File: config.mk
export PLATFORM = sky130hd
export DESIGN_NAME = ping_pong_counter_param
export DESIGN_NICKNAME = d
export VERILOG_FILES = /design/src/rtl/ping_pong_counter_param.sv
export SDC_FILE = /design/constraint.sdc
export NUM_CORES = 1
export LEC_CHECK = 0
export ABC_AREA = 1
export BUFFER_PORTS_ARGS = -buffer_cell sky130_fd_sc_hd__buf_2
export CAP_MARGIN = 10
export CORE_MARGIN = 10
export CORE_UTILIZATION = 56
export DETAILED_ROUTE_END_ITERATION = 12
export GPL_TIMING_DRIVEN = 0
export PLACE_DENSITY = 0.81
export SKIP_CTS_REPAIR_TIMING = 1
export SYNTH_ARGS = -nofsm -noshare
export SYNTH_HDL_FRONTEND = slang
export SYNTH_SLANG_ARGS = --single-unit
export TNS_END_PERCENT = 30
File: constraint.sdc
create_clock -name clk -period 3.7 [get_ports clk]
set_input_delay 0.555 -clock clk [delete_from_list [all_inputs] [get_ports clk]]
set_output_delay 0.555 -clock clk [all_outputs]
set_load 0.01 [all_outputs]
File: src/rtl/ping_pong_counter_param.sv
// ping_pong_counter_param
//
// General-purpose pattern counter with runtime-programmable bounds and step.
// It supports four counting modes:
//   0 ping-pong  : bounces between lo and hi, and can be reversed by flip.
//   1 wrap-up    : counts up, then returns from hi to lo.
//   2 wrap-down  : counts down, then returns from lo to hi.
//   3 one-shot   : counts up to hi, then holds with done set until load or rst.
//
// Ports:
//   clk       in   rising-edge clock
//   rst       in   synchronous active-high reset
//   enable    in   advance one step this cycle
//   mode      in   [1:0] counting mode (see above)
//   lo, hi    in   [WIDTH-1:0] inclusive bounds
//   step      in   [WIDTH-1:0] increment magnitude
//   load      in   synchronous load of load_val (beats enable and cfg_err)
//   load_val  in   [WIDTH-1:0] value written on load (not range-checked)
//   flip      in   ping-pong only: reverse direction on this enabled step
//   out       out  [WIDTH-1:0] registered count
//   direction out  1 = last move up, 0 = last move down
//   turn      out  one-cycle pulse on the cycle out changes due to reversal/wrap
//   done      out  sticky one-shot completion flag
//   cfg_err   out  combinational, lo > hi
//
// Per-cycle priority: rst > load > cfg_err hold > enable > hold.
// This block has no handshake: every input is sampled on each rising edge.
// The counter has no FSM. Its full state is visible on out/direction/turn/done.

module ping_pong_counter_param #(
    parameter int WIDTH = 4
) (
    input  logic             clk,
    input  logic             rst,
    input  logic             enable,
    input  logic [1:0]       mode,
    input  logic [WIDTH-1:0] lo,
    input  logic [WIDTH-1:0] hi,
    input  logic [WIDTH-1:0] step,
    input  logic             load,
    input  logic [WIDTH-1:0] load_val,
    input  logic             flip,
    output logic [WIDTH-1:0] out,
    output logic             direction,
    output logic             turn,
    output logic             done,
    output logic             cfg_err
);

    localparam logic [1:0] MODE_PING_PONG = 2'd0;
    localparam logic [1:0] MODE_WRAP_UP   = 2'd1;
    localparam logic [1:0] MODE_WRAP_DOWN = 2'd2;

    logic [WIDTH-1:0] out_q, out_d;
    logic             direction_q, direction_d;
    logic             turn_q, turn_d;
    logic             done_q, done_d;

    // Saturating neighbours of out_q. Both are computed one bit wider than
    // the counter, so an overflow past the top of the range or an underflow
    // below zero shows up in the extra bit instead of wrapping silently.
    logic [WIDTH:0]   sum_w;
    logic [WIDTH:0]   diff_w;
    logic [WIDTH-1:0] up_val;
    logic [WIDTH-1:0] down_val;
    logic             pp_dir;

    assign cfg_err = (lo > hi);

    always_comb begin
        sum_w  = {1'b0, out_q} + {1'b0, step};
        diff_w = {1'b0, out_q} - {1'b0, step};

        up_val = sum_w[WIDTH-1:0];
        if (sum_w > {1'b0, hi}) begin
            up_val = hi;
        end

        // diff_w[WIDTH] set means out_q - step went below zero.
        down_val = diff_w[WIDTH-1:0];
        if (diff_w[WIDTH] || (diff_w[WIDTH-1:0] < lo)) begin
            down_val = lo;
        end

        // The bounds override flip: at hi the count must go down,
        // and at lo it must go up.
        if (out_q == hi) begin
            pp_dir = 1'b0;
        end else if (out_q == lo) begin
            pp_dir = 1'b1;
        end else begin
            pp_dir = direction_q ^ flip;
        end
    end

    always_comb begin
        out_d       = out_q;
        direction_d = direction_q;
        turn_d      = 1'b0;
        done_d      = done_q;

        if (load) begin
            out_d       = load_val;
            direction_d = 1'b1;
            done_d      = 1'b0;
        end else if (cfg_err) begin
            // Inconsistent bounds: freeze until software fixes them.
        end else if (enable) begin
            if (out_q < lo) begin
                // Out of range (e.g. after a bound change or a raw load):
                // snap to the nearest bound first, then count from there.
                out_d       = lo;
                direction_d = 1'b1;
            end else if (out_q > hi) begin
                out_d       = hi;
                direction_d = 1'b0;
            end else if (step == '0) begin
                // Zero stride: nothing moves, not even done.
            end else begin
                case (mode)
                    MODE_PING_PONG: begin
                        if (lo != hi) begin
                            out_d       = pp_dir ? up_val : down_val;
                            direction_d = pp_dir;
                            turn_d      = (pp_dir != direction_q);
                        end
                    end
                    MODE_WRAP_UP: begin
                        direction_d = 1'b1;
                        if (out_q == hi) begin
                            out_d  = lo;
                            turn_d = 1'b1;
                        end else begin
                            out_d = up_val;
                        end
                    end
                    MODE_WRAP_DOWN: begin
                        direction_d = 1'b0;
                        if (out_q == lo) begin
                            out_d  = hi;
                            turn_d = 1'b1;
                        end else begin
                            out_d = down_val;
                        end
                    end
                    default: begin
                        // One-shot. up_val is clamped to hi, so this one test
                        // covers both cases: reaching hi on this step, and
                        // already sitting at hi when enabled.
                        if (!done_q) begin
                            out_d       = up_val;
                            direction_d = 1'b1;
                            done_d      = (up_val == hi);
                        end
                    end
                endcase
            end
        end
    end

    always_ff @(posedge clk) begin
        if (rst) begin
            out_q       <= '0;
            direction_q <= 1'b1;
            turn_q      <= 1'b0;
            done_q      <= 1'b0;
        end else begin
            out_q       <= out_d;
            direction_q <= direction_d;
            turn_q      <= turn_d;
            done_q      <= done_d;
        end
    end

    assign out       = out_q;
    assign direction = direction_q;
    assign turn      = turn_q;
    assign done      = done_q;

endmodule

==> flow_summary.yaml, run 1 <==
yosys:
  yosysWarnings: 0
  ys_seq_area_share_pct: 8.69
  synthesis.area_um2: 1610
  synth_area_leaders: "ha_1, nand2_1, inv_1, dfxtp_1, nand3_1"
  synth_top_area_share_pct: 20.9
  synth_area_per_cell_um2: 5.82
  synth_cell_types: 27
  ys_ff_latch: 7
  syn_nets: 329
  synth_area_leader_cell: "ha_1"
  syn_inst: 277
place:
  hpwl_mm: 3.57
  io_buffers: 30
  dpl_cell_area_um2: 1800
  gp_congestion: 0.906
  place_inst: 338
final_layout:
  layout.cells.most_common: "nand2_1"
  n_antenna_cell: 0
  final_cell_mix: "nand2_1, inv_1, buf_2"
  area_delta_synth_final_pct: 13.3
  final_area_um2: 1830
  drive_gt1_share_pct: 15.4
  instances_no_fill: 342
  fin_nets: 364
drt:
  drt-initial-drc-count: 140
  post_drt_via_cell_ratio: 5.36
  ant_nets: 0
  wl_per_cell_um: 12.4
  drt_wl_total_mm: 4.23
  drt-pass1-iter-count: 5
  vias: 1832
  drc: 0
worst_setup_path:
  crit_type: "register to register"
  crit_family: "simple AND/OR/NAND/NOR gates"
  r2r_slack_ns: 0.72
  critPathArrivalTime_ns: 3.17
  worstPathCellList: "inv_1 > fa_1 > or2_4 > nand2_1 > inv_1 > ha_1 > nand2_1 > nor2_1 > nor2_1 > nand2_1 > nand2_2 > nand3_1 > and2_4 > nand2_1 > o21ai_1 > nor2_1 > nand2_1 > a21oi_2"
  r2r_end: "done"
  worstSetupPathDepth: 18
  cp_max_fo: 8
  cp-startpoint: "out[1]"
  cp-start-kind: "register"
  crit_slowest_cell: "dfxtp_1"
  slowest_delay_ns: 0.52
  required_ns: 3.89
  r2r_cells: 18
  worstSetupEndpoint: "done"
  crit_buf_inv: 2
  cpMostUsedCell: "nand2_1"
  r2r-start: "out[1]"
  endpoint_kind: "register"
floorplan:
  core-area_um2: 2760
  initial_utilization_pct: 58.5
  die_area_um2: 5430
  rows: 19
  die_w_um: 73.7
  die_height_um: 73.7
  io_pins: 31
job:
  cap_violations: 0
sta:
  whs_ns: 0.493
  finalSetupViolCount: 0
  relSlewSlack_pct: 77.2
  period_minus_slack_ns: 2.98
  finalCritPeriodShare_pct: 80.6
  worst_slew_pin_slew_ns: 0.341
  slew_violations: 0
  fin_setup_tns_ns: 0
  skew_ns: 0.00115
  rsz0062_at_grt: "false"
  max_freq_mhz: 335
  hold_viol: 0
power:
  ir_drop_mv: 0.204
  leakage_nw: 1.09
  power_density_nw_per_um2: 286
clocking:
  htree_levels: 1
  path_clk_slew_ns: 0.05
  cts_made_buffers: 3
  clock-sinks: 7
  worstSkewPairLatency_ns: 0.25
  root_buffer: "clkbuf_4"
  cts_max_path_buffers: 2
  cts_tree: "done"
global_routing:
  grt_pass1_wl_mm: 7.47
  track_usage_pct: 16.6
  grt_max_degree: 11
  grt_pass1_vias: 1769
  antenna_found_initial: 0
  grt_overflow: 0
hold_path:
  hold_class: "register to register"
run_status:
  status: "completed"
per-layer routing:
layer,routed length (µm),global-route usage (%)
met1,1890,20.8
met2,1980,27.5
met3,299,2.83
met4,60,6.00
met5,0,0
layout make-up:
cell class	count	area, µm²
clock buffers	4	26.3
repair buffers	30	150
flip-flops and latches	7	140
fillers	285	930
plain buffers	3	21.3
inverters	52	195
multi-input cells	215	1260
well taps	31	38.8
power by group:
group | leakage, nW | internal (W) | switching [W]
combinational | 1.02 | 0.000138 | 0.000226
sequential | 0.0574 | 0.0000810 | 0.00000884
clock | 0.0150 | 0.0000411 | 0.0000279
total | 1.09 | 0.000260 | 0.000263
per-stage QoR:
step,power [W],util (%),setup WS (ns)
after floorplan,0.000364,-,0.938
after global placement,0.000443,65.3,0.561
after detailed placement,0.000450,65.3,0.498
after CTS,0.000523,66.3,0.722
after global routing,0.000586,66.3,0.461
final,0.000523,66.3,0.717
worst min path at each step:
| stage | start | end | slack, ns | cells past startpoint |
|---|---|---|---|---|
| 5_1_grt | done | done | 0.51 | 2 |
| 6_report | done | done | 0.49 | 2 |
| 4_1_cts | done | done | 0.49 | 2 |
| 3_5_place_dp | done | done | 0.48 | 2 |
| 2_1_floorplan | done | done | 0.50 | 2 |
| 3_3_place_gp | done | done | 0.48 | 2 |
logic make-up after synthesis:
kind of cell               synth area share [%]
AOI/OAI and AO/OA                          16.0
xor gates and xnor gates                  0.543
adders and majority gates                  23.4
buffers and inverters                      13.4
DFF                                        8.69
and+or+nand+nor                            37.9
state kept, by name, summed over array words and instances, names as in the netlist:
register   flops
turn           1
direction      1
done           1
out            4
cell usage after synthesis (all sizes together):
master and count:
fa 2, and2 1, nand4 3, nand2 82, o21ai 17, xnor2 1, ha 27, or2 1
nor2 26, dfxtp 7, a21oi 17, nand3 27, a311o 1, inv 52, buf 3, o21bai 3
nand3b 1, o211ai 2, o22ai 4
worst reg2reg max path: cells and delay by family, from the launching register on:
kind / cells / cell delay, ns
and+or+nand+nor: 12 / 1.34
buffers and inverters: 2 / 0.16
DFF: 1 / 0.52
AOI/OAI and AO/OA: 2 / 0.18
adders and majority gates: 2 / 0.73
Note: power is estimated with default switching activity, not from simulation.
==> run 2, diff against run 1 <==
Settings changed: CORE_UTILIZATION 56 to 51, PLACE_DENSITY 0.81 to 0.77.
Clock period 3.7 ns to 2.7 ns, I/O delays scaled along.
==> run 2 against run 1 <==
Maximum frequency grew 11%. Core utilization rose by 0.41 points. Via count is 0.27% lower. Die area grew 7.1%. Sequential share of layout area down 0.17 points. Wire length up 8.0%. Cell count rose by 5.6%. Sequential power is 38% higher. Critical path type unchanged. Critical endpoint is now out[2]. Largest power group unchanged.
==> flow_summary.yaml, run 2 (synthesized netlist as in run 1, its figures left out) <==
place:
  hpwl_mm: 3.65
  dpl_cell_area_um2: 1820
  place_inst: 351
  io_buffers: 30
  dp_slack_ns: -0.306
  gp_congestion: 0.875
drt:
  wl_per_cell_um: 12.7
  post_drt_via_cell_ratio: 5.06
  vias: 1827
  ant_nets: 0
  drt-pass1-iter-count: 4
  drc: 0
  drt-initial-drc-count: 133
  drt_wl_total_mm: 4.57
final_layout:
  postLayoutCoreUtil_pct: 66.7
  fin_nets: 370
  drive_gt1_share_pct: 24.9
  instances_no_fill: 361
  largest_register_ffs: 4
  n_antenna_cell: 0
  layout.cells.most_common: "nand2_1"
  final_area_um2: 2020
  final_cell_mix: "nand2_1, inv_1, buf_2"
  n_fill_cell: 297
  area_delta_synth_final_pct: 25.2
clocking:
  path_clk_slew_ns: 0.05
  root_buffer: "clkbuf_4"
  cts_made_buffers: 3
  htree_levels: 1
  cts_max_path_buffers: 2
  clock-sinks: 7
  cts_tree: "done"
  worstSkewPairLatency_ns: 0.25
global_routing:
  use_met1_pct: 19.3
  grtUsageMet2_pct: 24.4
  antenna_found_initial: 0
  grt_max_degree: 11
  grt_use_met3_pct: 2.59
  grt_pass1_vias: 1736
  track_usage_pct: 15.1
  grt_pass1_wl_mm: 7.69
  grt_overflow: 0
  top_usage_layer: "met2"
power:
  ir_drop_mv: 0.256
  power_density_nw_per_um2: 396
  leakage_nw: 1.13
sta:
  finalCritPeriodShare_pct: 99.9
  relSlewSlack_pct: 73.8
  rsz0062_at_grt: "true"
  whs_ns: 0.370
  max_freq_mhz: 371
  hold_viol: 0
  period_minus_slack_ns: 2.70
  worst_slew_pin_slew_ns: 0.393
  slew_violations: 0
  skew_ns: 0.00271
  finalWorstSetupSlack_ns: 0.00266
  finalSetupViolCount: 0
worst_setup_path:
  slowest_delay_ns: 0.36
  cp_max_fo: 6
  endpoint_kind: "register"
  cp-start-kind: "register"
  critPathArrivalTime_ns: 2.88
  crit_slowest_cell: "dfxtp_4"
  crit_buf_inv: 2
  worstPathCellList: "ha_4 > inv_2 > fa_2 > or2_4 > nand2_4 > inv_4 > ha_4 > nand2_2 > nor2_2 > nor2_1 > nand2_1 > nand2_4 > nand2_4 > nand2_2 > nand3_2 > nand2_1 > nor2_1 > o21bai_1 > nand2_1 > a21oi_2"
  crit_type: "register to register"
  required_ns: 2.88
  crit_family: "simple AND/OR/NAND/NOR gates"
floorplan:
  die_w_um: 76.2
  core-area_um2: 3030
  rows: 20
  die_area_um2: 5810
  die_height_um: 76.2
  io_pins: 31
  initial_utilization_pct: 53.3
hold_path:
  hold_class: "input pin to register"
job:
  cap_violations: 0
run_status:
  status: "completed"
run 2: cell types whose count changed in the layout (fill, tap and decap cells not counted), moves of 3 or more:
cell / previous run / this run
dfxtp_1: 7 / 4
buf_4: 0 / 6
nand3_1: 27 / 24
nand2_1: 78 / 72
ha_1: 27 / 23
dfxtp_4: 0 / 3
ha_4: 0 / 4
nand3_2: 0 / 3
nand2_2: 2 / 6
run 2: area by class of cell:
type                    count  area [µm²]  area share (%)
multi-input cells         215        1370            68.0
inverters                  52         198            9.79
repair buffers             36         195            9.67
flip-flops and latches      7         151            7.50
well taps                  44        55.1            2.73
clock buffers               4        26.3            1.30
plain buffers               3        21.3            1.05
run 2: worst paths after layout:
check	from	to	slack [ns]	depth (start not counted)
setup / recovery	out[0]	out[2]	0.003	20
hold / removal	rst	out[2]	0.37	2
setup reg to reg	out[0]	out[2]	0.003	20
hold reg to reg	done	done	0.47	2
run 2: routing by layer:
metal	share of wire, %	vias to the layer above	wire, µm
met5	0	-	0
met4	0.88	0	40
met3	5.8	4	265
met2	46	51	2120
met1	47	798	2140
li1	-	974	-
run 2: through the flow:
stage / total power [W] / setup TNS, ns
finish: 0.000800 / 0
global route: 0.000893 / -0.932
CTS: 0.000713 / -0.811
detailed placement: 0.000617 / -1.32
global placement: 0.000609 / -1.31
floorplan: 0.000499 / 0
run 2: power by group:
group / internal [W] / total (W) / switching [W]
logic: 0.000239 / 0.000586 / 0.000347
clock network: 0.0000561 / 0.0000909 / 0.0000348
registers: 0.000112 / 0.000124 / 0.0000121
==> run 3, diff against run 2 <==
Settings changed: CORE_MARGIN 10 to 1, SETUP_SLACK_MARGIN set to 0.2.
==> run 3 against run 2 <==
Critical path depth down 1. Total power down 0.15%. Design area up 1.1%. Setup slack better by 0.026 ns. Core utilization up 0.70 points. Register-to-register slack better by 0.03 ns. Die area down 42%.
==> flow_summary.yaml, run 3 (synthesized netlist as in run 1, its figures left out) <==
run_status:
  status: "completed"
final_layout:
  largest_register_ffs: 4
  layout.cells.most_common: "nand2_1"
  instances_no_fill: 365
  drive_gt1_share_pct: 25.5
  area_delta_synth_final_pct: 26.5
  fin_nets: 374
  n_antenna_cell: 0
  final_area_um2: 2040
  final_cell_mix: "nand2_1, inv_1, buf_2"
  postLayoutCoreUtil_pct: 67.4
global_routing:
  grt_overflow: 0
  grt_max_degree: 11
  grt_pass1_vias: 1651
  track_usage_pct: 26.4
  grt_pass1_wl_mm: 7.00
  grtUsageMet2_pct: 45.0
  antenna_found_initial: 0
  top_usage_layer: "met2"
  use_met1_pct: 35.5
  grt_use_met3_pct: 1.34
place:
  hpwl_mm: 3.36
  io_buffers: 30
  place_inst: 351
  dpl_cell_area_um2: 1870
  gp_congestion: 0.859
sta:
  rsz0062_at_grt: "true"
  fin_setup_tns_ns: 0
  relSlewSlack_pct: 75.8
  skew_ns: 0.00297
  period_minus_slack_ns: 2.67
  worst_slew_pin_slew_ns: 0.362
  finalSetupViolCount: 0
  slew_violations: 0
  hold_viol: 0
  max_freq_mhz: 374
  finalCritPeriodShare_pct: 98.9
floorplan:
  die_w_um: 58.2
  core-area_um2: 3030
  rows: 20
  io_pins: 31
  die_area_um2: 3390
  die_height_um: 58.2
  initial_utilization_pct: 53.3
worst_setup_path:
  endpoint_kind: "register"
  cp_max_fo: 5
  critPathArrivalTime_ns: 2.84
  required_ns: 2.87
  crit_type: "register to register"
  cp-start-kind: "register"
power:
  ir_drop_mv: 0.228
  leakage_nw: 1.15
  power_density_nw_per_um2: 392
clocking:
  worstSkewPairLatency_ns: 0.25
  clock-sinks: 7
  path_clk_slew_ns: 0.05
  cts_made_buffers: 3
  htree_levels: 1
  root_buffer: "clkbuf_4"
  cts_tree: "done"
  cts_max_path_buffers: 2
drt:
  drt-pass1-iter-count: 4
  drc: 0
  post_drt_via_cell_ratio: 5.12
  drt_wl_total_mm: 4.23
  drt-initial-drc-count: 90
  wl_per_cell_um: 11.6
  vias: 1868
  ant_nets: 0
hold_path:
  hold_class: "input pin to register"
job:
  cap_violations: 0
-- run 3: changes by cell type in the layout (fill, tap and decap cells not counted) --
cell,delta
nor2_2,-1
nor2_1,+1
inv_1,-1
buf_4,+4
o21ai_1,+1
inv_4,-1
o21ai_2,-1
inv_2,+2
-- run 3: layer usage --
metal  share of wire [%]  routed length, µm
met5                   0                  0
met4                 1.2                 51
met3                 4.4                187
met2                  47               2000
met1                  47               1990
-- run 3: per-stage QoR --
| stage | hold slack [ns] | power, W | setup WS (ns) |
|---|---|---|---|
| final | 0.384 | 0.000799 | 0.0289 |
| after global routing | 0.389 | 0.000885 | -0.185 |
| after CTS | 0.376 | 0.000732 | -0.0728 |
| after detailed placement | 0.478 | 0.000635 | -0.181 |
| after global placement | 0.480 | 0.000628 | -0.148 |
| after floorplan | 0.467 | 0.000518 | 0.201 |
-- run 3: layout make-up --
| cell class | count | area, µm² |
|---|---|---|
| multi-input combinational | 215 | 1370 |
| fill | 273 | 987 |
| timing repair buffer | 40 | 225 |
| inverter | 52 | 195 |
| sequential | 7 | 151 |
| tap | 44 | 55.1 |
| clock buffer | 4 | 26.3 |
| buffer | 3 | 21.3 |
-- run 3: report_power, final --
part	internal, W	switching (W)
clock	0.0000563	0.0000367
combinational	0.000242	0.000342
sequential	0.000112	0.0000112
total	0.000410	0.000390
-- run 3: critical path, stage by stage, from the launching register on --
cell      delay [ns]
dfxtp_4         0.35
inv_1           0.12
ha_1            0.18
inv_1           0.07
fa_2            0.37
xnor2_2         0.15
inv_1           0.06
ha_1            0.27
nand2_1         0.04
inv_1           0.05
nand2_1         0.06
nand2_2         0.10
nand2_2         0.08
nand2_1         0.06
nand3_1         0.08
nand2_1         0.07
nor2_1          0.04
o21bai_1        0.19
nand2_1         0.12
a21oi_2         0.14
-- run 3: final timing paths --
kind | start | endpoint | slack, ns | cells after the start
max reg2reg | out[0] | out[2] | 0.03 | 19
min reg2reg | done | done | 0.48 | 2
max | out[0] | out[2] | 0.03 | 19
min | rst | out[2] | 0.38 | 2
